## config.mk

```make
export PLATFORM = sky130hd
export DESIGN_NAME = fp_adder_seq
export DESIGN_NICKNAME = d
export VERILOG_FILES = /design/src/rtl/fp_adder_pkg.sv /design/src/rtl/fp_align_shift.sv /design/src/rtl/fp_adder_seq.sv
export SDC_FILE = /design/constraint.sdc
export NUM_CORES = 1
export LEC_CHECK = 0
export BUFFER_PORTS_ARGS = -buffer_cell sky130_fd_sc_hd__buf_2
export CAP_MARGIN = 15
export CORE_MARGIN = 8
export CORE_UTILIZATION = 40
export CTS_BUF_LIST = sky130_fd_sc_hd__clkbuf_8 sky130_fd_sc_hd__clkbuf_16
export DETAILED_ROUTE_END_ITERATION = 10
export PLACE_DENSITY_LB_ADDON = 0.1
export SLEW_MARGIN = 0
export SYNTH_ARGS = -nofsm -noshare
export SYNTH_HDL_FRONTEND = slang
export SYNTH_SLANG_ARGS = --single-unit
```

## constraint.sdc

```tcl
create_clock -name clk -period 7.8 [get_ports clk]
set_input_delay 0.78 -clock clk [delete_from_list [all_inputs] [get_ports clk]]
set_output_delay 0.78 -clock clk [all_outputs]
set_load 0.05 [all_outputs]
```

## src/rtl/fp_adder_pkg.sv

```systemverilog
// Shared types and constants for the sequential floating-point adder.
package fp_adder_pkg;

    typedef enum logic [2:0] {
        IDLE,
        ALIGN,
        ADD,
        NORM,
        ROUND,
        DONE
    } fsm_state_t;

    // Guard, round and sticky bits carried below the significand LSB.
    localparam int GRS_W = 3;

    // Quiet NaN: positive sign, all-ones exponent, only the fraction MSB set.
    localparam logic QNAN_SIGN     = 1'b0;
    localparam logic QNAN_FRAC_MSB = 1'b1;
    // Infinity and zero carry an all-zero fraction.
    localparam logic SPECIAL_FRAC_FILL = 1'b0;

endpackage

```

## src/rtl/fp_align_shift.sv

```systemverilog
// Right shifter for operand alignment: keeps guard/round bits and ORs every
// bit shifted past the round position into the sticky bit.
module fp_align_shift
    import fp_adder_pkg::*;
#(
    parameter int EXP_W = 8,
    parameter int MAN_W = 23
) (
    input  logic [MAN_W:0]       sig,
    input  logic [EXP_W-1:0]     shamt,
    output logic [MAN_W+GRS_W:0] shifted
);

    localparam int EXT_W = MAN_W + 1 + GRS_W;

    logic [EXT_W-1:0] ext;
    logic [EXT_W-1:0] kept;
    logic [EXT_W-1:0] lost;
    logic [31:0]      shamt_w;

    assign ext     = {sig, {GRS_W{1'b0}}};
    assign shamt_w = 32'(shamt);
    assign kept    = ext >> shamt;

    generate
        for (genvar gi = 0; gi < EXT_W; gi++) begin : g_lost
            assign lost[gi] = ext[gi] && (32'(gi) < shamt_w);
        end
    endgenerate

    always_comb begin
        if (shamt_w >= 32'(EXT_W)) begin
            shifted = {{(EXT_W-1){1'b0}}, |sig};
        end else begin
            shifted = {kept[EXT_W-1:1], kept[0] | (|lost)};
        end
    end

endmodule

```

## src/rtl/fp_adder_seq.sv

```systemverilog
// Multi-cycle IEEE-style adder (no subnormals). Rounding mode chosen at
// compile time: FP_ADD_RNE_EN defined -> round-nearest-even, else truncate.
module fp_adder_seq
    import fp_adder_pkg::*;
#(
    parameter int EXP_W = 8,
    parameter int MAN_W = 23,
    localparam int W = 1 + EXP_W + MAN_W
) (
    input  logic         clk,
    input  logic         rst,
    input  logic         in_valid,
    output logic         in_ready,
    input  logic [W-1:0] a,
    input  logic [W-1:0] b,
    output logic         out_valid,
    input  logic         out_ready,
    output logic [W-1:0] result,
    output logic         overflow
);

    localparam int SIG_W = MAN_W + 1;
    localparam int EXT_W = SIG_W + GRS_W;
    localparam int SUM_W = EXT_W + 1;
    localparam logic [EXP_W-1:0] EXP_ONES = '1;

    fsm_state_t       state_reg;
    logic [W-1:0]     a_reg, b_reg;
    logic [EXT_W-1:0] big_ext_reg, small_ext_reg;
    logic [SUM_W-1:0] sum_reg;
    logic [EXP_W:0]   exp_reg;
    logic             sign_reg, eff_sub_reg, zero_reg;
    logic             in_ready_reg, out_valid_reg, overflow_reg;
    logic [W-1:0]     result_reg;

    logic [EXP_W-1:0] a_exp, b_exp, big_exp, small_exp, exp_diff;
    logic [SIG_W-1:0] a_sig, b_sig, big_sig, small_sig;
    logic [EXT_W-1:0] small_ext;
    logic             a_is_big, big_sign;
    logic             a_exp_ones, b_exp_ones, special, special_nan;
    logic [W-1:0]     special_result;

    assign a_exp    = a_reg[W-2:MAN_W];
    assign b_exp    = b_reg[W-2:MAN_W];
    // A zero exponent (zero or subnormal) contributes a zero significand.
    assign a_sig    = (a_exp == '0) ? '0 : {1'b1, a_reg[MAN_W-1:0]};
    assign b_sig    = (b_exp == '0) ? '0 : {1'b1, b_reg[MAN_W-1:0]};
    assign a_is_big = a_reg[W-2:0] >= b_reg[W-2:0];

    assign big_exp   = a_is_big ? a_exp : b_exp;
    assign small_exp = a_is_big ? b_exp : a_exp;
    assign big_sig   = a_is_big ? a_sig : b_sig;
    assign small_sig = a_is_big ? b_sig : a_sig;
    assign big_sign  = a_is_big ? a_reg[W-1] : b_reg[W-1];
    assign exp_diff  = big_exp - small_exp;

    fp_align_shift #(
        .EXP_W(EXP_W),
        .MAN_W(MAN_W)
    ) u_align (
        .sig    (small_sig),
        .shamt  (exp_diff),
        .shifted(small_ext)
    );

    assign a_exp_ones  = a_exp == EXP_ONES;
    assign b_exp_ones  = b_exp == EXP_ONES;
    assign special     = a_exp_ones || b_exp_ones;
    assign special_nan = (a_exp_ones && a_reg[MAN_W-1:0] != '0)
                      || (b_exp_ones && b_reg[MAN_W-1:0] != '0)
                      || (a_exp_ones && b_exp_ones && (a_reg[W-1] != b_reg[W-1]));
    assign special_result = special_nan
        ? {QNAN_SIGN, EXP_ONES, QNAN_FRAC_MSB, {(MAN_W-1){SPECIAL_FRAC_FILL}}}
        : (a_exp_ones ? a_reg : b_reg);

    logic             round_inc;
    logic [SIG_W:0]   mant_rnd;
    logic [EXP_W:0]   exp_rnd;
    logic [MAN_W-1:0] frac_rnd;

`ifdef FP_ADD_RNE_EN
    assign round_inc = sum_reg[2] && (sum_reg[1] || sum_reg[0] || sum_reg[GRS_W]);
`else
    assign round_inc = 1'b0;
`endif

    assign mant_rnd = {1'b0, sum_reg[EXT_W-1:GRS_W]} + (SIG_W+1)'(round_inc);
    assign exp_rnd  = exp_reg + (EXP_W+1)'(mant_rnd[SIG_W]);
    assign frac_rnd = mant_rnd[SIG_W] ? mant_rnd[MAN_W:1] : mant_rnd[MAN_W-1:0];

    always_ff @(posedge clk) begin
        if (rst) begin
            state_reg     <= IDLE;
            in_ready_reg  <= 1'b1;
            out_valid_reg <= 1'b0;
            result_reg    <= '0;
            overflow_reg  <= 1'b0;
        end else begin
            case (state_reg)
                IDLE: begin
                    if (in_valid) begin
                        a_reg        <= a;
                        b_reg        <= b;
                        in_ready_reg <= 1'b0;
                        state_reg    <= ALIGN;
                    end
                end
                ALIGN: begin
                    if (special) begin
                        result_reg    <= special_result;
                        overflow_reg  <= 1'b0;
                        out_valid_reg <= 1'b1;
                        state_reg     <= DONE;
                    end else begin
                        big_ext_reg   <= {big_sig, {GRS_W{1'b0}}};
                        small_ext_reg <= small_ext;
                        sign_reg      <= big_sign;
                        eff_sub_reg   <= a_reg[W-1] ^ b_reg[W-1];
                        exp_reg       <= {1'b0, big_exp};
                        zero_reg      <= 1'b0;
                        state_reg     <= ADD;
                    end
                end
                ADD: begin
                    sum_reg   <= eff_sub_reg ? ({1'b0, big_ext_reg} - {1'b0, small_ext_reg})
                                             : ({1'b0, big_ext_reg} + {1'b0, small_ext_reg});
                    state_reg <= NORM;
                end
                NORM: begin
                    if (sum_reg[SUM_W-1]) begin
                        sum_reg   <= {1'b0, sum_reg[SUM_W-1:2], sum_reg[1] | sum_reg[0]};
                        exp_reg   <= exp_reg + 1'b1;
                        state_reg <= ROUND;
                    end else if (sum_reg[SUM_W-2]) begin
                        state_reg <= ROUND;
                    end else if (sum_reg == '0) begin
                        zero_reg  <= 1'b1;
                        sign_reg  <= 1'b0;
                        state_reg <= ROUND;
                    end else if (exp_reg <= (EXP_W+1)'(1)) begin
                        // Next shift would need exponent 0: flush, keeping the sign.
                        zero_reg  <= 1'b1;
                        state_reg <= ROUND;
                    end else begin
                        sum_reg <= sum_reg << 1;
                        exp_reg <= exp_reg - 1'b1;
                    end
                end
                ROUND: begin
                    if (zero_reg) begin
                        result_reg   <= {sign_reg, {(W-1){1'b0}}};
                        overflow_reg <= 1'b0;
                    end else if (exp_rnd >= {1'b0, EXP_ONES}) begin
                        result_reg   <= {sign_reg, EXP_ONES, {MAN_W{SPECIAL_FRAC_FILL}}};
                        overflow_reg <= 1'b1;
                    end else begin
                        result_reg   <= {sign_reg, exp_rnd[EXP_W-1:0], frac_rnd};
                        overflow_reg <= 1'b0;
                    end
                    out_valid_reg <= 1'b1;
                    state_reg     <= DONE;
                end
                DONE: begin
                    if (out_ready) begin
                        out_valid_reg <= 1'b0;
                        in_ready_reg  <= 1'b1;
                        state_reg     <= IDLE;
                    end
                end
                default: state_reg <= IDLE;
            endcase
        end
    end

    assign in_ready  = in_ready_reg;
    assign out_valid = out_valid_reg;
    assign result    = result_reg;
    assign overflow  = overflow_reg;

endmodule

```

### Yosys cells after proc, flatten, opt, wreduce, memory -nomap -nowiden

Index checks and enable logic that the tools add are counted.

* register bits: 193
* output and inout port bits: 35
* word-level logic and storage cells: 185

* add/sub/neg operators: 5
* magnitude comparators: 28
* eq/ne operators: 20
* shift-type cells: 1
* muxes and demuxes: 55
* bitwise gates (word level): 5
* reduce and logical (&&, ||, !) cells: 55

Operators by type and width (count)
* 2-to-1 mux 27 bit: 4
* 2-to-1 mux 24 bit: 4
* 2-to-1 mux 32 bit: 3
* < comparator 5 x 8 -> 1 bit, first input constant: 11
* < comparator 4 x 8 -> 1 bit, first input constant: 8
* case mux 32 bit (2 select lines): 1
* 2-to-1 mux 31 bit: 2
* case mux 28 bit (2 select lines): 1
* OR reduction 24 bit: 2
* nonzero test 23 bit: 2
* 2-to-1 mux 9 bit: 5
* < comparator 3 x 8 -> 1 bit, first input constant: 4
* >= comparator 31 bit: 1
* adder 27 x 27 -> 28 bit: 1
* logical AND 1 bit: 28
* zero test 28 bit: 1
* 2-to-1 mux 28 bit: 1
* subtractor 27 x 27 -> 28 bit: 1
* >> shifter 27 x 8 -> 27 bit: 1
* 2-to-1 mux 3 bit: 7
* 2-to-1 mux 1 bit: 18
* case mux 3 bit (6 select lines): 1
* case mux 9 bit (2 select lines): 1
* AND reduction 6 bit: 3
* other kinds (29): 58

### Longest topological paths before layout

* word-level depth: 8
* gate-level depth with buffers: 20
* gate-level depth less buffers: 17

### By module

Synthesis repeated with hierarchy kept, for this count alone.

* cell total of the unflattened synthesis: 1416
* area total of the unflattened synthesis: 13406.6 sq um

By module, submodules not included
* fp_adder_seq: times used 1, cells an instance 1127, area each 11393.4 sq um, seq. area each 5415.2 sq um
* fp_align_shift: times used 1, cells an instance 289, area each 2013.2 sq um, seq. area each 0.0 sq um

### Worst setup path before layout

No wires, ideal clock.

* kind: input -> register
* from: in rst
* to: reg big_ext_reg[10], enable pin
* library setup time: 590 ps
* data arrival time: 6071 ps
* required time: 7210 ps
* slack: 1139 ps
* cell stages on the path: 3
* buffers on the path: 0
* cells stage by stage: nor2_1 > nand2_1 > nor4_1

* word-level cells in the longest chain between the ends: 2

RTL lines
* start: declaration: RTL line fp_adder_seq.sv:11 `input logic rst,`
* inverter 1 bit (no line)
* AND reduction 3 bit (no line)
* end signal: assignment: RTL line fp_adder_seq.sv:115 `big_ext_reg <= {big_sig, {GRS_W{1'b0}}};`
* end: declaration: RTL line fp_adder_seq.sv:29 `logic [EXT_W-1:0] big_ext_reg, small_ext_reg;`

No other way between the ends.
A chain may end at the register's enable or synchronous reset.

### Worst setup path in the final report

* from: reg b_reg[23]
* to: reg small_ext_reg[4] (data pin)

* word-level cells in the longest chain between the ends: 4
* elaborated cells between the ends (all ways): 9

RTL lines
* start: declaration: RTL line fp_adder_seq.sv:28 `logic [W-1:0] a_reg, b_reg;`
* start signal: assignment: RTL line fp_adder_seq.sv:103 `b_reg <= b;`
* >= comparator 31 bit / zero test 8 bit (equally long branches): RTL line fp_adder_seq.sv:48, fp_adder_seq.sv:47
* 2-to-1 mux 8 bit, or another cell as far along: RTL line fp_adder_seq.sv:50 `assign big_exp = a_is_big ? a_exp : b_exp;`
* subtractor 8 bit / 2-to-1 mux 24 bit (equally long branches): RTL line fp_adder_seq.sv:55, fp_adder_seq.sv:53
* >> shifter 27 x 8 -> 27 bit / >= comparator 8 x 5 -> 1 bit (equally long branches): RTL line fp_align_shift.sv:23, fp_align_shift.sv:32
* end signal: assignment: RTL line fp_adder_seq.sv:116 `small_ext_reg <= small_ext;`
* end: declaration: RTL line fp_adder_seq.sv:29

Parallel ways exist; a longest one is shown, timed or not.

==> reports/metrics.cfg <==
[clocking]
clock_latency_ns=0.45
cts_tree=done
postCtsResizedCells=0
cts.sinks=193
postCtsSetupBuffers=0
cts_made_buffers=17
clkTransAtPathRegs_ns=0.07
ctsRootBufferMaster=clkbuf_16
cts.path.max_buffers=2
htree_num_levels=4
ctsHoldBuffers=0

[setup_path]
startpoint_type=flop
required_ns=8.09
worstReg2RegEnd=small_ext_reg[4]$_SDFFCE_PP0P_
arrival_ns=6.14
r2r_slack_ns=1.95
crit_path_end_kind=flop
reg2regPathDepth=17
rr_startpoint=b_reg[23]$_DFFE_PP_
critPathMaxFanout=29
crit_type=flop to flop

[drt]
wl_per_cell_um=20.70
drt_iter0_drc=935
drc=0
ant_nets=0
routed_wl_um=41430
drtPass1Iterations=6
vias_per_cell=5.926
vias=11860

[synthesis]
synth_top_area_share_pct=33.87
synth-edff-count=155
synth_seq_area_share_pct=39.41
synth_nets=1633
synthArstFlopShare_pct=0
syn_area_per_cell_sq_um=9.291
ys_warn_count=0
yosysUniqueCellTypes=91
synth.ff_latch_count=193
yosys-top-cells-area=edfxtp_1, ha_1, dfxtp_1
yosys.area.top_type=edfxtp_1
synth_cells=1479
synthesis.area_sq_um=13740
synth_top_flop_cell=edfxtp_1

[place]
place.gp.congestion=0.9078
placedCellCount=1969
port_buffers=102
post-dp-hpwl_um=31230

[die]
num_rows=68
die_h_um=201.4
core-area_sq_um=34200
die_x_um=201.4
start_util_pct=40.18
io_pins=103
die-area_sq_um=40540

[final_layout]
diodes=0
drive_gt1_share_pct=13.65
ff_latch_area_sq_um=5415
nets=1687
syn2layout_area_growth_pct=10.47
multi_input_area_sq_um=7619
final_common_cell=edfxtp_1
fin_util_pct=44.38
instances_no_fill=2001
layout_common_cells=edfxtp_1, nor2_1, nand2_1
fillCellCount=3378

[grt]
grt_pass1_vias=11360
antenna_found_initial=0
grt.overflow.total=0
grt_start_max_net_pins=65
grt_usage_pct=20.00
grt_pass1_wl_um=65250

[timing]
fin_crit_ns=5.847
fin_setup_tns_ns=0
slew-limit-headroom_pct=27.02
rsz0062_at_grt=no
max_freq_mhz=171.0
finalCritPeriodShare_pct=74.96
final_max_slew_viol_count=0
fin_worst_skew_ns=0.01556
setup_viol=0
worst_pin_slew_ns=1.095
hold_viol=0

[worst_hold_path]
min-delay-start=result[25]$_SDFFE_PP0P_
hold_class=flop to flop
min_to=result[25]$_SDFFE_PP0P_
whs_path_depth=2

[flow_run]
max_cap_violations=0

[pwr]
leakagePower_nw=5.869
p_per_area_nw_per_um2=243.3
ir_drop_mv=0.1724

[run_status]
outcome=completed

==> Yosys cell counts (5+ instances only) <==
cell type,n
a211oi_1,15
a21boi_0,5
a21o_1,12
a21oi_1,82
a221oi_1,7
a22o_1,21
a22oi_1,25
a31oi_1,25
a32oi_1,25
and2_1,9
and3_1,12
buf_2,12
buf_4,5
clkbuf_1,63
dfxtp_1,38
edfxtp_1,155
ha_1,85
inv_1,91
mux2i_1,49
mux4_2,19
nand2_1,125
nand2b_1,5
nand3_1,36
nand4_1,13
nor2_1,156
nor2b_1,13
nor3_1,55
nor4_1,30
o211ai_1,12
o21a_1,11
o21ai_0,90
o22ai_1,10
o311ai_0,12
o31ai_1,10
or2_2,6
or3_1,12
xnor2_1,25
xor2_1,8
==> worst max-delay path by stage <==
stage	start	slack, ns	to
4_1_cts	b_reg[23]$_DFFE_PP_	2.00	small_ext_reg[4]$_SDFFCE_PP0P_
6_report	b_reg[23]$_DFFE_PP_	1.95	small_ext_reg[4]$_SDFFCE_PP0P_
3_5_place_dp	b_reg[23]$_DFFE_PP_	2.04	small_ext_reg[4]$_SDFFCE_PP0P_
2_1_floorplan	rst	1.14	big_ext_reg[10]$_DFFE_PP_
5_1_grt	a_reg[23]$_DFFE_PP_	1.51	small_ext_reg[4]$_SDFFCE_PP0P_
3_3_place_gp	a_reg[23]$_DFFE_PP_	2.17	small_ext_reg[4]$_SDFFCE_PP0P_
==> where the power goes <==
| part | switching (mW) | internal, mW | leakage, nW |
|---|---|---|---|
| clock network | 0.398 | 0.471 | 0.289 |
| registers | 0.110 | 1.27 | 1.74 |
| logic | 0.923 | 0.526 | 3.84 |
| total | 1.43 | 2.26 | 5.87 |
==> layout make-up <==
class	instances	area share [%]
clock inverter	15	0.9396
clock buffer	17	2.802
tap	455	3.750
sequential	193	35.67
multi-input combinational	1106	50.19
timing repair buffer	122	4.352
inverter	93	2.300
==> metal layers <==
metal  global-route usage (%)  routed length (um)  up-vias
li1                         -                   -     5687
met1                    27.40               18920     5710
met2                    31.27               19010      400
met3                    3.120                2165       61
met4                    7.957                1322        0
met5                        0                   0        -
==> cells by family after synthesis <==
kind of cell | Yosys count | synth area share, %
AND/OR/NAND/NOR | 494 | 16.97
multiplexers | 72 | 7.120
buffers and inverters | 180 | 5.326
AO/OA/AOI/OAI | 420 | 21.11
adder cells (fa/ha/maj) | 87 | 7.958
XOR/XNOR | 33 | 2.103
flip-flops | 193 | 39.41
==> worst max-delay path: stages, from the launching register on <==
cell       delay [ns]
edfxtp_1         0.45
inv_1            0.11
ha_1             0.29
buf_4            0.35
nand4_1          0.20
or4b_1           0.56
nor3_2           0.22
o21ai_2          0.27
a211oi_2         0.35
nor2_1           0.13
ha_1             0.81
inv_2            0.49
mux4_2           0.40
o2bb2ai_1        0.30
nor2_1           0.07
a211oi_1         0.40
nand2_1          0.10
a21oi_1          0.17
==> per-stage QoR <==
step | total power, mW | setup slack, ns | cell area (sq um) | hold WS [ns]
after floorplan | 2.430 | 1.139 | 13740 | 0.5165
after global placement | 2.824 | 2.169 | 14610 | 0.4391
after detailed placement | 2.832 | 2.038 | 14610 | 0.4432
after CTS | 3.709 | 2.002 | 15180 | 0.4521
after global routing | 3.909 | 1.509 | 15180 | 0.4711
final | 3.693 | 1.953 | 15180 | 0.4491
Power figures use the tool's default switching activity.
